File: src/rtl/counter_pkg.sv
// Shared encodings for the parameterised up/down counter.
package counter_pkg;

  typedef enum logic {
    MODE_WRAP = 1'b0,
    MODE_SAT  = 1'b1
  } mode_e;

  typedef enum logic {
    DIR_DOWN = 1'b0,
    DIR_UP   = 1'b1
  } dir_e;

endpackage

File: src/rtl/param_counter.sv
// Up/down counter with programmable terminal count, wrap/saturate boundary mode,
// terminal-count pulse and sticky wrap flag.
module param_counter
  import counter_pkg::*;
#(
  parameter int unsigned WIDTH     = 4,
  parameter int unsigned RESET_VAL = 0
) (
  input  logic             clk,
  input  logic             reset,
  input  logic             en,
  input  logic             clr,
  input  logic             load,
  input  logic [WIDTH-1:0] load_val,
  input  logic             dir,
  input  logic             mode,
  input  logic [WIDTH-1:0] max_val,
  input  logic             ovf_clr,
  output logic [WIDTH-1:0] count,
  output logic             tc,
  output logic             ovf
);

  localparam logic [WIDTH-1:0] RST_CNT = WIDTH'(RESET_VAL);

  logic [WIDTH-1:0] count_q, count_d;
  logic             tc_q, tc_d;
  logic             ovf_q, ovf_d;
  logic             wrap_evt;
  logic [WIDTH-1:0] dec;

  assign dec = count_q - 1'b1;

  always_comb begin
    count_d  = count_q;
    tc_d     = 1'b0;
    wrap_evt = 1'b0;
    if (clr) begin
      count_d = '0;
    end else if (load) begin
      count_d = (load_val > max_val) ? max_val : load_val;
    end else if (en) begin
      if (dir_e'(dir) == DIR_UP) begin
        // count may exceed max_val after max_val is lowered; treat as boundary
        if (count_q >= max_val) begin
          tc_d = 1'b1;
          if (mode_e'(mode) == MODE_WRAP) begin
            count_d  = '0;
            wrap_evt = 1'b1;
          end else begin
            count_d = max_val;
          end
        end else begin
          count_d = count_q + 1'b1;
        end
      end else begin
        if (count_q == '0) begin
          tc_d = 1'b1;
          if (mode_e'(mode) == MODE_WRAP) begin
            count_d  = max_val;
            wrap_evt = 1'b1;
          end else begin
            count_d = '0;
          end
        end else begin
          count_d = (dec > max_val) ? max_val : dec;
        end
      end
    end
    ovf_d = wrap_evt | (ovf_q & ~ovf_clr);
  end

  always_ff @(posedge clk or negedge reset) begin
    if (!reset) begin
      count_q <= RST_CNT;
      tc_q    <= 1'b0;
      ovf_q   <= 1'b0;
    end else begin
      count_q <= count_d;
      tc_q    <= tc_d;
      ovf_q   <= ovf_d;
    end
  end

  assign count = count_q;
  assign tc    = tc_q;
  assign ovf   = ovf_q;

endmodule

File: config.mk
export PLATFORM = sky130hd
export DESIGN_NAME = param_counter
export DESIGN_NICKNAME = d
export VERILOG_FILES = /design/src/rtl/counter_pkg.sv /design/src/rtl/param_counter.sv
export SDC_FILE = /design/constraint.sdc
export NUM_CORES = 1
export LEC_CHECK = 0
export CORE_MARGIN = 5
export CORE_UTILIZATION = 45
export DETAILED_ROUTE_END_ITERATION = 16
export MAX_ROUTING_LAYER = met4
export PLACE_DENSITY_LB_ADDON = 0.08
export SKIP_LAST_GASP = 1
export SYNTH_ARGS = -nofsm -noshare
export SYNTH_HDL_FRONTEND = slang
export SYNTH_SLANG_ARGS = --single-unit
File: constraint.sdc
create_clock -name clk -period 2.1 [get_ports clk]
set_input_delay 0.42 -clock clk [delete_from_list [all_inputs] [get_ports clk]]
set_output_delay 0.42 -clock clk [all_outputs]
set_load 0.02 [all_outputs]
## Word-level counts from Yosys, hierarchy flattened

Index checks and enable logic that the tools add are counted.

- Bits in registers: 6
- Output and inout bits: 6
- Logic and storage cells: 36

- Add/subtract/negate cells: 2
- Magnitude comparators: 3
- Multiplexer cells: 23
- Bitwise operators: 3
- Reductions and logical operators: 2

Operators with widths:

| kind | number |
|---|---|
| $mux 4 | 10 |
| $mux 1 | 13 |
| $gt 4x4->1 | 2 |
| $add 4x1->4 const B | 1 |
| $ge 4x4->1 | 1 |
| $logic_not 4->1 | 1 |
| $sub 4x1->4 const B | 1 |
| $reduce_bool 3->1 | 1 |
| $and 1x1->1 | 1 |
| $not 1->1 | 1 |
| $or 1x1->1 | 1 |

## Longest topological paths before layout

Gate-level depths: netlist (run 1).

- Depth in word-level cells: 8
- Mapped depth: 9
- Gate-level depth less buffers: 9

## Worst setup path before layout (run 1)

Ideal clock, no wire load.

- Kind: register -> register
- Start: register count_q[0], in the netlist count[0]
- End: register count_q[3], in the netlist count[3]
- Library setup time: 126 ps
- Arrival time: 2355 ps
- Required time: 1974 ps
- Setup slack: -381 ps
- Stages on the path, launching flop included: 9
- Path buffers: 0
- Path through: dfrtp_1 inv_1 ha_1 xor2_1 ha_1 nand4b_1 a21bo_2 a311o_1 a221o_1

- Longest elaborated chain between the ends: 8
- Elaborated cells on any way between the ends: 12

RTL lines:

| item | RTL line | source |
|---|---|---|
| start, declared | param_counter.sv:26 | `logic [WIDTH-1:0] count_q, count_d;` |
| start signal, assigned | param_counter.sv:79 | `count_q <= count_d;` |
| $sub 4x1->4 | param_counter.sv:32 | `assign dec = count_q - 1'b1;` |
| $gt 4x4->1 | param_counter.sv:66 | `count_d = (dec > max_val) ? max_val : dec;` |
| $mux 4 | param_counter.sv:66 |  |
| $mux 4 | param_counter.sv:57 | `if (count_q == '0) begin` |
| $mux 4 * | param_counter.sv:43 | `if (dir_e'(dir) == DIR_UP) begin` |
| $mux 4 * | param_counter.sv:42 | `end else if (en) begin` |
| $mux 4 * | param_counter.sv:40 | `end else if (load) begin` |
| $mux 4 * | param_counter.sv:38 | `if (clr) begin` |

Mark *: on every way between the ends. The rest lies on a longest branch, timed or not. The select of a mux whose other input is x is not followed.
A chain may end at the register's enable or synchronous reset.

## Worst setup path after layout (run 1)

Same ends and word-level chain as after synthesis.

==> summary.txt, run 1 <==
Outcome
  • Status: complete, but fails checks
  • Failing checks: setup timing

Worst hold path
  • HP Class: input port to asynchronous set/reset pin

Synthesis
  • Synth Cell Area: 1000 µm²
  • Post-synthesis register bit count: 6
  • Synth top area cells: ha_1 17%, dfrtp_1 15%, inv_1 5.2%
  • Synth Area in Compound Gates: 0.335
  • Largest family of logic cells by synthesized area: compound AO/OA/AOI/OAI gates
  • Main synth FF type: dfrtp_1
  • Simple-gate share of the synthesized area: 0.197
  • Synth top area share: 0.175
  • Synth Area in XOR/XNOR: 0.0350
  • Yosys cell types: 46
  • Synth Net Count: 150
  • Ys async rst share: 1.00
  • Mapped Cells: 120
  • Synth Area in Adders: 0.175
  • EDFF count, synth: 0
  • Syn avg cell area: 8.35 µm²
  • Post-synth top area cell: ha_1
  • Sequential element share of the synthesized area: 0.150
  • Mux contribution to synthesized area: 0.0412
  • Syn. warnings: 0

GRT
  • Vias in the first global route: 1,226
  • Initial antenna violation count: 0
  • Overflow after GRT: 0
  • GR Util All Layers: 0.223
  • First-pass GRT wire length: 5580 µm
  • Largest net degree at the start of global routing: 9

Timing
  • Final Max Slew Viols: 0
  • Final Hold Viols: 0
  • Clock Skew: 15.4 ps
  • Slew Limit Headroom: 0.669
  • Final period util: 1.09
  • Post-route minimum period: 2290 ps
  • Max Fclk: 437 MHz
  • Final setup vio count: 4
  • RSZ-0062 raised after global routing: true
  • Post-route setup slack: -187 ps
  • Worst-Margin Slew: 495 ps
  • Final TNS setup: -288 ps

Routing
  • Via/cell ratio: 6.00
  • Post-Route WL: 3440 µm
  • DR WL/cell: 17.2 µm
  • Routed via count: 1,200
  • DR pass1 iterations: 5
  • Post-DRT Antenna Nets: 0
  • Drt drc: 0
  • DR iter-0 viols: 29

Final layout
  • Fin util: 0.744
  • Antenna cells: 0
  • Final instance area: 1610 µm²
  • Fin cells: 200
  • Final #Nets: 203
  • Area Growth Syn to Fin: 61.0%
  • Fill cells: 154
  • Layout cells sized above 1: 0.378

Critical path
  • WP buf/inv: 2
  • Crit path largest cell delay: 400 ps
  • Crit Path Class: flop to flop
  • Critical path capture point type: flop
  • CP Max Fanout: 4
  • Top delay family on crit path: compound AO/OA/AOI/OAI gates
  • CP Cell Sequence: inv_2, ha_4, inv_2, ha_4, nor2b_4, o211ai_2, a21bo_2, a311o_1, a221o_1
  • CP max-delay cell: dfrtp_2
  • Arrival time worst endpoint: 2410 ps
  • Req. time, crit path: 2230 ps
  • Startpoint Class: flop

Floorplan
  • Width of the die: 57.2 µm
  • Die Y: 57.2 µm
  • Site Rows: 17
  • DIE AREA: 3270 µm²
  • Ports: 22
  • Initial core utilization: 0.462
  • Core Box Area: 2170 µm²

Power
  • Leakage power: 0.706 nW
  • P per Cell Area: 605 nW/µm²
  • Worst vdd ir: 464 µV

CTS
  • Clock Pin Slew Worst Setup and Hold Paths: 60 ps
  • Worst-skew pair later-pin latency: 260 ps
  • CTS tree: built
  • Clk sinks: 6
  • Root Buffer: clkbuf_4
  • Hold Buf Count CTS: 0
  • Htree depth: 1
  • CTS Buffer Depth: 2
  • TritonCTS Buffers: 3

Placement
  • Placed cells: 193
  • Port Buffers: 21
  • RePlAce Congestion: 0.866
  • Hpwl dp: 2710 µm
  • Placed Area: 1480 µm²

Job
  • Max-cap viol count: 0
## cells in the final DEF, fill, tap and decap left out, types with 3 or more instances in the layout
master,count
buf_4,28
clkdlybuf4s50_1,16
ha_1,9
inv_1,8
nor2_1,8
inv_2,6
nand2_1,6
nor3_1,6
ha_4,5
xor2_1,4
a21oi_1,4
nand3_1,4
dlygate4sd2_1,4
o21a_1,3
a31oi_1,3
mux2i_1,3
clkbuf_4,3
dfrtp_2,3
dfrtp_1,3
## cell usage after synthesis (all sizes together), types with 2 or more instances
library cell / count
a2111oi: 3
nor2b: 2
a31oi: 3
buf: 3
a311oi: 2
ha: 14
dfrtp: 6
nand3: 4
a221o: 2
o21a: 3
nor2: 8
a21o: 2
inv: 14
a21oi: 6
mux2i: 3
nand2: 6
nor3: 8
xor2: 4
a311o: 2
## per-stage QoR
stage | power (W) | setup slack [ps] | hold slack, ps
floorplan | 0.000521 | -145 | 124
global placement | 0.000757 | -513 | 530
detailed placement | 0.000770 | -526 | 531
CTS | 0.000961 | -165 | 387
global route | 0.00105 | -310 | 398
finish | 0.000977 | -187 | 390
## layer usage
| metal | share of wire | GRT usage | wire length (µm) |
|---|---|---|---|
| met1 | 0.37 | 0.272 | 1280 |
| met2 | 0.50 | 0.354 | 1730 |
| met3 | 0.091 | 0.0543 | 314 |
| met4 | 0.032 | 0.0861 | 110 |
| met5 | 0 | - | 0 |
## state kept, by name (all words and copies together) (netlist names)
| signal | flops |
|---|---|
| tc | 1 |
| count | 4 |
| ovf | 1 |
## final timing paths
| path | startpoint | to | slack, ps | depth (start not counted) |
|---|---|---|---|---|
| max | count[0]$_DFFE_PN0P_ | count[3]$_DFFE_PN0P_ | -190 | 9 |
| min | reset | count[2]$_DFFE_PN0P_ | 390 | 1 |
| max reg2reg | count[0]$_DFFE_PN0P_ | count[3]$_DFFE_PN0P_ | -190 | 9 |
| min reg2reg | ovf$_DFF_PN0_ | ovf$_DFF_PN0_ | 530 | 2 |
| max in group asynchronous | reset | count[1]$_DFFE_PN0P_ | 1460 | 1 |
| min in group clk | ovf$_DFF_PN0_ | ovf$_DFF_PN0_ | 530 | 2 |
## cells by family after synthesis
kind of cell | count (synthesis)
adder cells (fa/ha/maj) | 14
flip-flops | 6
AO/OA/AOI/OAI | 39
buffers and inverters | 17
multiplexers | 4
XOR/XNOR | 4
AND/OR/NAND/NOR | 36
## timing repair
action | in CTS | in global routing
pin swaps | 10 | 4
buffers inserted | 3 | 0
cloned | 0 | 0
setup endpoints to repair | 5 | 6
gates resized for setup | 20 | 5
## area by class of cell
class / count / area, µm² / area share
Clock buffer: 4 / 26.3 / 0.0163
Inverter: 14 / 52.6 / 0.0326
Sequential cell: 6 / 154 / 0.0953
Tap cell: 28 / 35.0 / 0.0217
Multi-Input combinational cell: 97 / 906 / 0.561
Timing Repair Buffer: 51 / 440 / 0.273
## power breakdown
group          total (W)  switching [W]  internal [W]  leakage (nW)
clock           0.000122      0.0000495     0.0000724        0.0150
sequential      0.000145      0.0000163      0.000129        0.0759
combinational   0.000709       0.000346      0.000364         0.616
Note: power is estimated with default switching activity, not from simulation.
==> run 2: changes to the inputs <==
--- a/config.mk
+++ b/config.mk
@@ -6,7 +6,8 @@
 export NUM_CORES = 1
 export LEC_CHECK = 0
 export CORE_MARGIN = 5
-export CORE_UTILIZATION = 45
+export CORE_UTILIZATION = 47
+export CTS_BUF_LIST = sky130_fd_sc_hd__clkbuf_4 sky130_fd_sc_hd__clkbuf_8
 export DETAILED_ROUTE_END_ITERATION = 16
 export MAX_ROUTING_LAYER = met4
 export PLACE_DENSITY_LB_ADDON = 0.08
==> run 2 against run 1 <==
Net effect: the flow still finishes with violations (setup timing); fmax down 2.6%; flip-flop and latch count unchanged; sequential power hardly changed; die area fell by 3.5%.
==> summary.txt, run 2 (synthesis gave the netlist of run 1 again) <==
Outcome
  • Status: complete, but fails checks
  • Failing checks: setup timing

CTS
  • Worst-skew pair later-pin latency: 260 ps
  • Clock Pin Slew Worst Setup and Hold Paths: 60 ps
  • Htree depth: 1
  • Clk sinks: 6
  • CTS tree: built
  • CTS Buffer Depth: 2
  • TritonCTS Buffers: 3
  • Root Buffer: clkbuf_4

Final layout
  • Number of flip-flops in the largest register: 4
  • Most frequent cells in the layout: 36 x buf_4, 18 x clkdlybuf4s50_1, 10 x ha_1
  • Layout cells sized above 1: 0.376
  • Final #Nets: 209
  • Most common cell after layout, fill and taps aside: buf_4
  • Area Growth Syn to Fin: 62.3%
  • Antenna cells: 0
  • Fin cells: 205

Routing
  • M1 WL: 1480 µm
  • DR iter-0 viols: 44
  • Via/cell ratio: 5.98
  • Drt drc: 0
  • DR pass1 iterations: 4
  • Post-DRT Antenna Nets: 0
  • Routed via count: 1,226
  • Top sig layer: met4
  • DR WL/cell: 18.1 µm
  • Routed wl met3: 326 µm
  • Met2 wire length: 1790 µm
  • Post-Route WL: 3710 µm

Floorplan
  • Die Y: 56.2 µm
  • Initial core utilization: 0.501
  • Site Rows: 16
  • Core Box Area: 2000 µm²
  • Width of the die: 56.2 µm
  • DIE AREA: 3160 µm²
  • Ports: 22

Power
  • Sequential share of power: 0.145
  • Clk pwr share: 0.132
  • Sw power: 0.000417 W
  • Worst vdd ir: 533 µV
  • P per Cell Area: 621 nW/µm²
  • Combinational Power Share: 0.723
  • Internal Power: 0.000593 W
  • Leakage power: 0.725 nW
  • Sw Ratio: 0.413

Critical path
  • Startpoint Class: flop
  • CP Max Fanout: 4
  • Arrival time worst endpoint: 2460 ps
  • Crit Reg-Reg Endpoint: count[3]$_DFFE_PN0P_
  • Crit Path Class: flop to flop
  • Crit path largest cell delay: 420 ps
  • WP buf/inv: 3
  • Req. time, crit path: 2210 ps
  • FF-to-FF Start: count[0]$_DFFE_PN0P_
  • Critical path capture point type: flop
  • CP max-delay cell: dfrtp_2
  • Reg2reg setup slack: -250 ps
  • Top delay family on crit path: compound AO/OA/AOI/OAI gates
  • Worst R2R Path Depth: 10
  • CP Cell Sequence: inv_2, ha_4, inv_2, ha_4, nor2b_4, o211ai_2, buf_4, a21oi_1, a311o_1, a221o_1

Timing
  • Final setup vio count: 5
  • Max Fclk: 426 MHz
  • Final Hold Viols: 0
  • Slew Limit Headroom: 0.707
  • Post-route minimum period: 2350 ps
  • Worst-Margin Slew: 438 ps
  • Final TNS setup: -819 ps
  • Post-route setup slack: -249 ps
  • RSZ-0062 raised after global routing: true
  • Clock Skew: 19.4 ps
  • Final period util: 1.12
  • Final Max Slew Viols: 0

GRT
  • Overflow after GRT: 0
  • Initial antenna violation count: 0
  • Largest net degree at the start of global routing: 13
  • GR Util All Layers: 0.247
  • Vias in the first global route: 1,301
  • First-pass GRT wire length: 5990 µm

Placement
  • Hpwl dp: 2770 µm
  • Port Buffers: 21
  • RePlAce Congestion: 0.961
  • Placed cells: 195

Worst hold path
  • HP Class: input port to asynchronous set/reset pin

Job
  • Max-cap viol count: 0
[run 2: what timing repair did]
action | in CTS | in global routing
buffers inserted | 6 | 0
endpoints found under the setup margin | 5 | 6
gates resized for setup | 15 | 1
pin swaps | 4 | 3
hold buffers | 0 | 0
gates cloned | 0 | 0
[run 2: worst register-to-register path: cells and delay by family, from the launching register on]
family	cells	cell delay, ps
AOI/OAI and AO/OA	4	870
adders and majority gates	2	510
DFF	1	420
buffers and inverters	3	270
and+or+nand+nor	1	120
[run 2: how the worst max path moves through the flow]
stage / from / endpoint / slack, ps / cells past startpoint
floorplan: count[0]$_DFFE_PN0P_ / count[3]$_DFFE_PN0P_ / -150 / 9
global placement: max_val[1] / count[3]$_DFFE_PN0P_ / -520 / 7
detailed placement: max_val[2] / count[0]$_DFFE_PN0P_ / -570 / 10
CTS: max_val[1] / count[3]$_DFFE_PN0P_ / -190 / 8
global route: count[0]$_DFFE_PN0P_ / count[3]$_DFFE_PN0P_ / -300 / 10
finish: count[0]$_DFFE_PN0P_ / count[3]$_DFFE_PN0P_ / -250 / 10
[run 2: cell type report]
| type | count | area (µm²) |
|---|---|---|
| clock buffer | 4 | 30.0 |
| fill | 133 | 375 |
| inverter | 14 | 52.6 |
| multi-input combinational | 97 | 880 |
| sequential | 6 | 154 |
| tap | 27 | 33.8 |
| timing repair buffer | 57 | 477 |
[run 2: power by group through the flow]
stage          clock network [W]  logic (W)  registers, W
6_report                0.000133   0.000730      0.000147
5_1_grt                 0.000144   0.000773      0.000147
4_1_cts                 0.000137   0.000701      0.000146
3_5_place_dp                   0   0.000641      0.000146
3_3_place_gp                   0   0.000629      0.000146
2_1_floorplan                  0   0.000361      0.000161
[run 2: metal layers]
| metal | up-vias | global-route usage |
|---|---|---|
| li1 | 576 | - |
| met1 | 566 | 0.281 |
| met2 | 72 | 0.391 |
| met3 | 12 | 0.0835 |
| met4 | 0 | 0.108 |
| met5 | - | - |
[run 2: through the flow]
step           cell area, µm²  hold slack [ps]  utilization  total power (W)  worst slack (ps)
6_report                 1630              408        0.813          0.00101              -249
5_1_grt                  1630              424        0.813          0.00106              -304
4_1_cts                  1620              407        0.810         0.000984              -194
3_5_place_dp             1500              538        0.750         0.000787              -572
3_3_place_gp             1500              529        0.750         0.000775              -516
2_1_floorplan            1050              124            -         0.000521              -145
==> run 3: changes to the inputs <==
--- a/config.mk
+++ b/config.mk
@@ -9,7 +9,6 @@
 export CORE_UTILIZATION = 47
 export CTS_BUF_LIST = sky130_fd_sc_hd__clkbuf_4 sky130_fd_sc_hd__clkbuf_8
 export DETAILED_ROUTE_END_ITERATION = 16
-export MAX_ROUTING_LAYER = met4
 export PLACE_DENSITY_LB_ADDON = 0.08
 export SKIP_LAST_GASP = 1
 export SYNTH_ARGS = -nofsm -noshare
==> run 3 against run 2 <==
Net effect: die area is the same; critical path depth shrank 2; combinational power rose by 32%; the run still ends with setup timing left.
==> summary.txt, run 3 (synthesis gave the netlist of run 1 again) <==
GRT
  • Vias in the first global route: 1,316
  • Largest net degree at the start of global routing: 13
  • Initial antenna violation count: 0
  • First-pass GRT wire length: 6310 µm
  • Overflow after GRT: 0
  • GR Util All Layers: 0.252

Floorplan
  • Core Box Area: 2000 µm²
  • Site Rows: 16
  • Initial core utilization: 0.501
  • DIE AREA: 3160 µm²
  • Width of the die: 56.2 µm
  • Ports: 22
  • Die Y: 56.2 µm

Timing
  • Post-route setup slack: -414 ps
  • Worst-Margin Slew: 525 ps
  • Post-route minimum period: 2510 ps
  • RSZ-0062 raised after global routing: true
  • Final Hold Viols: 0
  • Max Fclk: 398 MHz
  • Clock Skew: 26.7 ps
  • Final period util: 1.20
  • Final Max Slew Viols: 0
  • Slew Limit Headroom: 0.649
  • Final setup vio count: 6

Power
  • Combinational Power Share: 0.768
  • Sequential share of power: 0.119
  • Sw Ratio: 0.434
  • Internal Power: 0.000710 W
  • Clk pwr share: 0.113
  • P per Cell Area: 705 nW/µm²
  • Leakage power: 0.783 nW
  • Worst vdd ir: 532 µV
  • Sw power: 0.000544 W

Outcome
  • Failing checks: setup timing
  • Status: complete, but fails checks

Placement
  • Port Buffers: 21
  • Hpwl dp: 2820 µm
  • Place WS: -534 ps
  • RePlAce Congestion: 0.897

Final layout
  • Final #Nets: 214
  • Most common cell after layout, fill and taps aside: buf_4
  • Layout cells sized above 1: 0.459
  • Fin util: 0.889
  • Area of the multi-input gates: 971 µm²
  • Sequential cell area: 154 µm²
  • Area Growth Syn to Fin: 77.5%
  • Fill cells: 87
  • Most frequent cells in the layout: 37 x buf_4, 17 x clkdlybuf4s50_1, 8 x inv_1, 8 x nor2_1
  • Number of flip-flops in the largest register: 4
  • Antenna cells: 0

CTS
  • CTS Buffer Depth: 2
  • Worst-skew pair later-pin latency: 270 ps
  • Clock Pin Slew Worst Setup and Hold Paths: 70 ps
  • Clk sinks: 6
  • TritonCTS Buffers: 3
  • Htree depth: 1
  • CTS tree: built
  • Root Buffer: clkbuf_4

Critical path
  • Worst R2R Path Depth: 8
  • Startpoint Class: flop
  • Crit Reg-Reg Endpoint: count[3]$_DFFE_PN0P_
  • Req. time, crit path: 2220 ps
  • CP startpoint: count[1]$_DFFE_PN0P_
  • Crit Path Class: flop to flop
  • FF-to-FF Start: count[1]$_DFFE_PN0P_
  • CP Max Fanout: 5
  • Reg2reg setup slack: -410 ps
  • Crit path to: count[3]$_DFFE_PN0P_
  • Arrival time worst endpoint: 2630 ps
  • Critical path capture point type: flop

Routing
  • Post-DRT Antenna Nets: 0
  • DR WL/cell: 22.4 µm
  • Drt drc: 0
  • DR iter-0 viols: 106
  • Via/cell ratio: 6.61
  • Routed via count: 1,389
  • Post-Route WL: 4700 µm
  • DR pass1 iterations: 5

Job
  • Max-cap viol count: 0

Worst hold path
  • HP Class: input port to asynchronous set/reset pin
-- run 3: power by group through the flow --
stage	clock (W)	sequential, W	combinational (W)
after global placement	0	0.000146	0.000616
after floorplan	0	0.000161	0.000361
after detailed placement	0	0.000146	0.000632
after global routing	0.000154	0.000150	0.00101
final	0.000142	0.000149	0.000964
after CTS	0.000137	0.000144	0.000717
-- run 3: timing repair --
action | CTS | global route
hold buffers | 0 | 0
endpoints found under the setup margin | 6 | 6
pin swaps | 3 | 21
buffers inserted | 6 | 10
resized for setup | 18 | 20
endpoints found under the hold margin | 0 | 0
-- run 3: worst min path at each step --
| stage | slack [ps] | depth (start not counted) | start | end |
|---|---|---|---|---|
| 2_1_floorplan | 120 | 0 | reset | count[0]$_DFFE_PN0P_ |
| 3_3_place_gp | 530 | 2 | ovf$_DFF_PN0_ | ovf$_DFF_PN0_ |
| 3_5_place_dp | 530 | 2 | ovf$_DFF_PN0_ | ovf$_DFF_PN0_ |
| 4_1_cts | 410 | 1 | reset | count[1]$_DFFE_PN0P_ |
| 5_1_grt | 400 | 1 | reset | count[1]$_DFFE_PN0P_ |
| 6_report | 400 | 1 | reset | count[2]$_DFFE_PN0P_ |
-- run 3: routing by layer --
metal,global-route usage,wire (µm)
met2,0.429,2180
met5,0,0
met1,0.301,1720
met3,0.0696,548
met4,0.0847,255
-- run 3: critical path, stage by stage (launching register included) --
cell	delay [ps]
dfrtp_2	460
nor3_4	240
xor2_1	220
ha_1	310
buf_6	150
a21oi_4	240
a21oi_2	90
a311o_1	340
a221o_1	330
-- run 3: area by class of cell --
type,count,area share
Timing Repair Buffer,62,0.301
Sequential cell,6,0.0865
Multi-Input combinational cell,97,0.546
Tap cell,27,0.0190
Inverter,14,0.0309
Clock buffer,4,0.0169
-- run 3: through the flow --
stage	total power [W]	TNS (ps)	std cells	hold slack [ps]	instance area [µm²]
2_1_floorplan	0.000521	-359	120	124	1050
3_3_place_gp	0.000761	-2400	193	527	1490
3_5_place_dp	0.000779	-2700	193	531	1490
4_1_cts	0.000998	-622	203	410	1630
5_1_grt	0.00131	-1670	210	405	1780
6_report	0.00125	-1450	210	402	1780
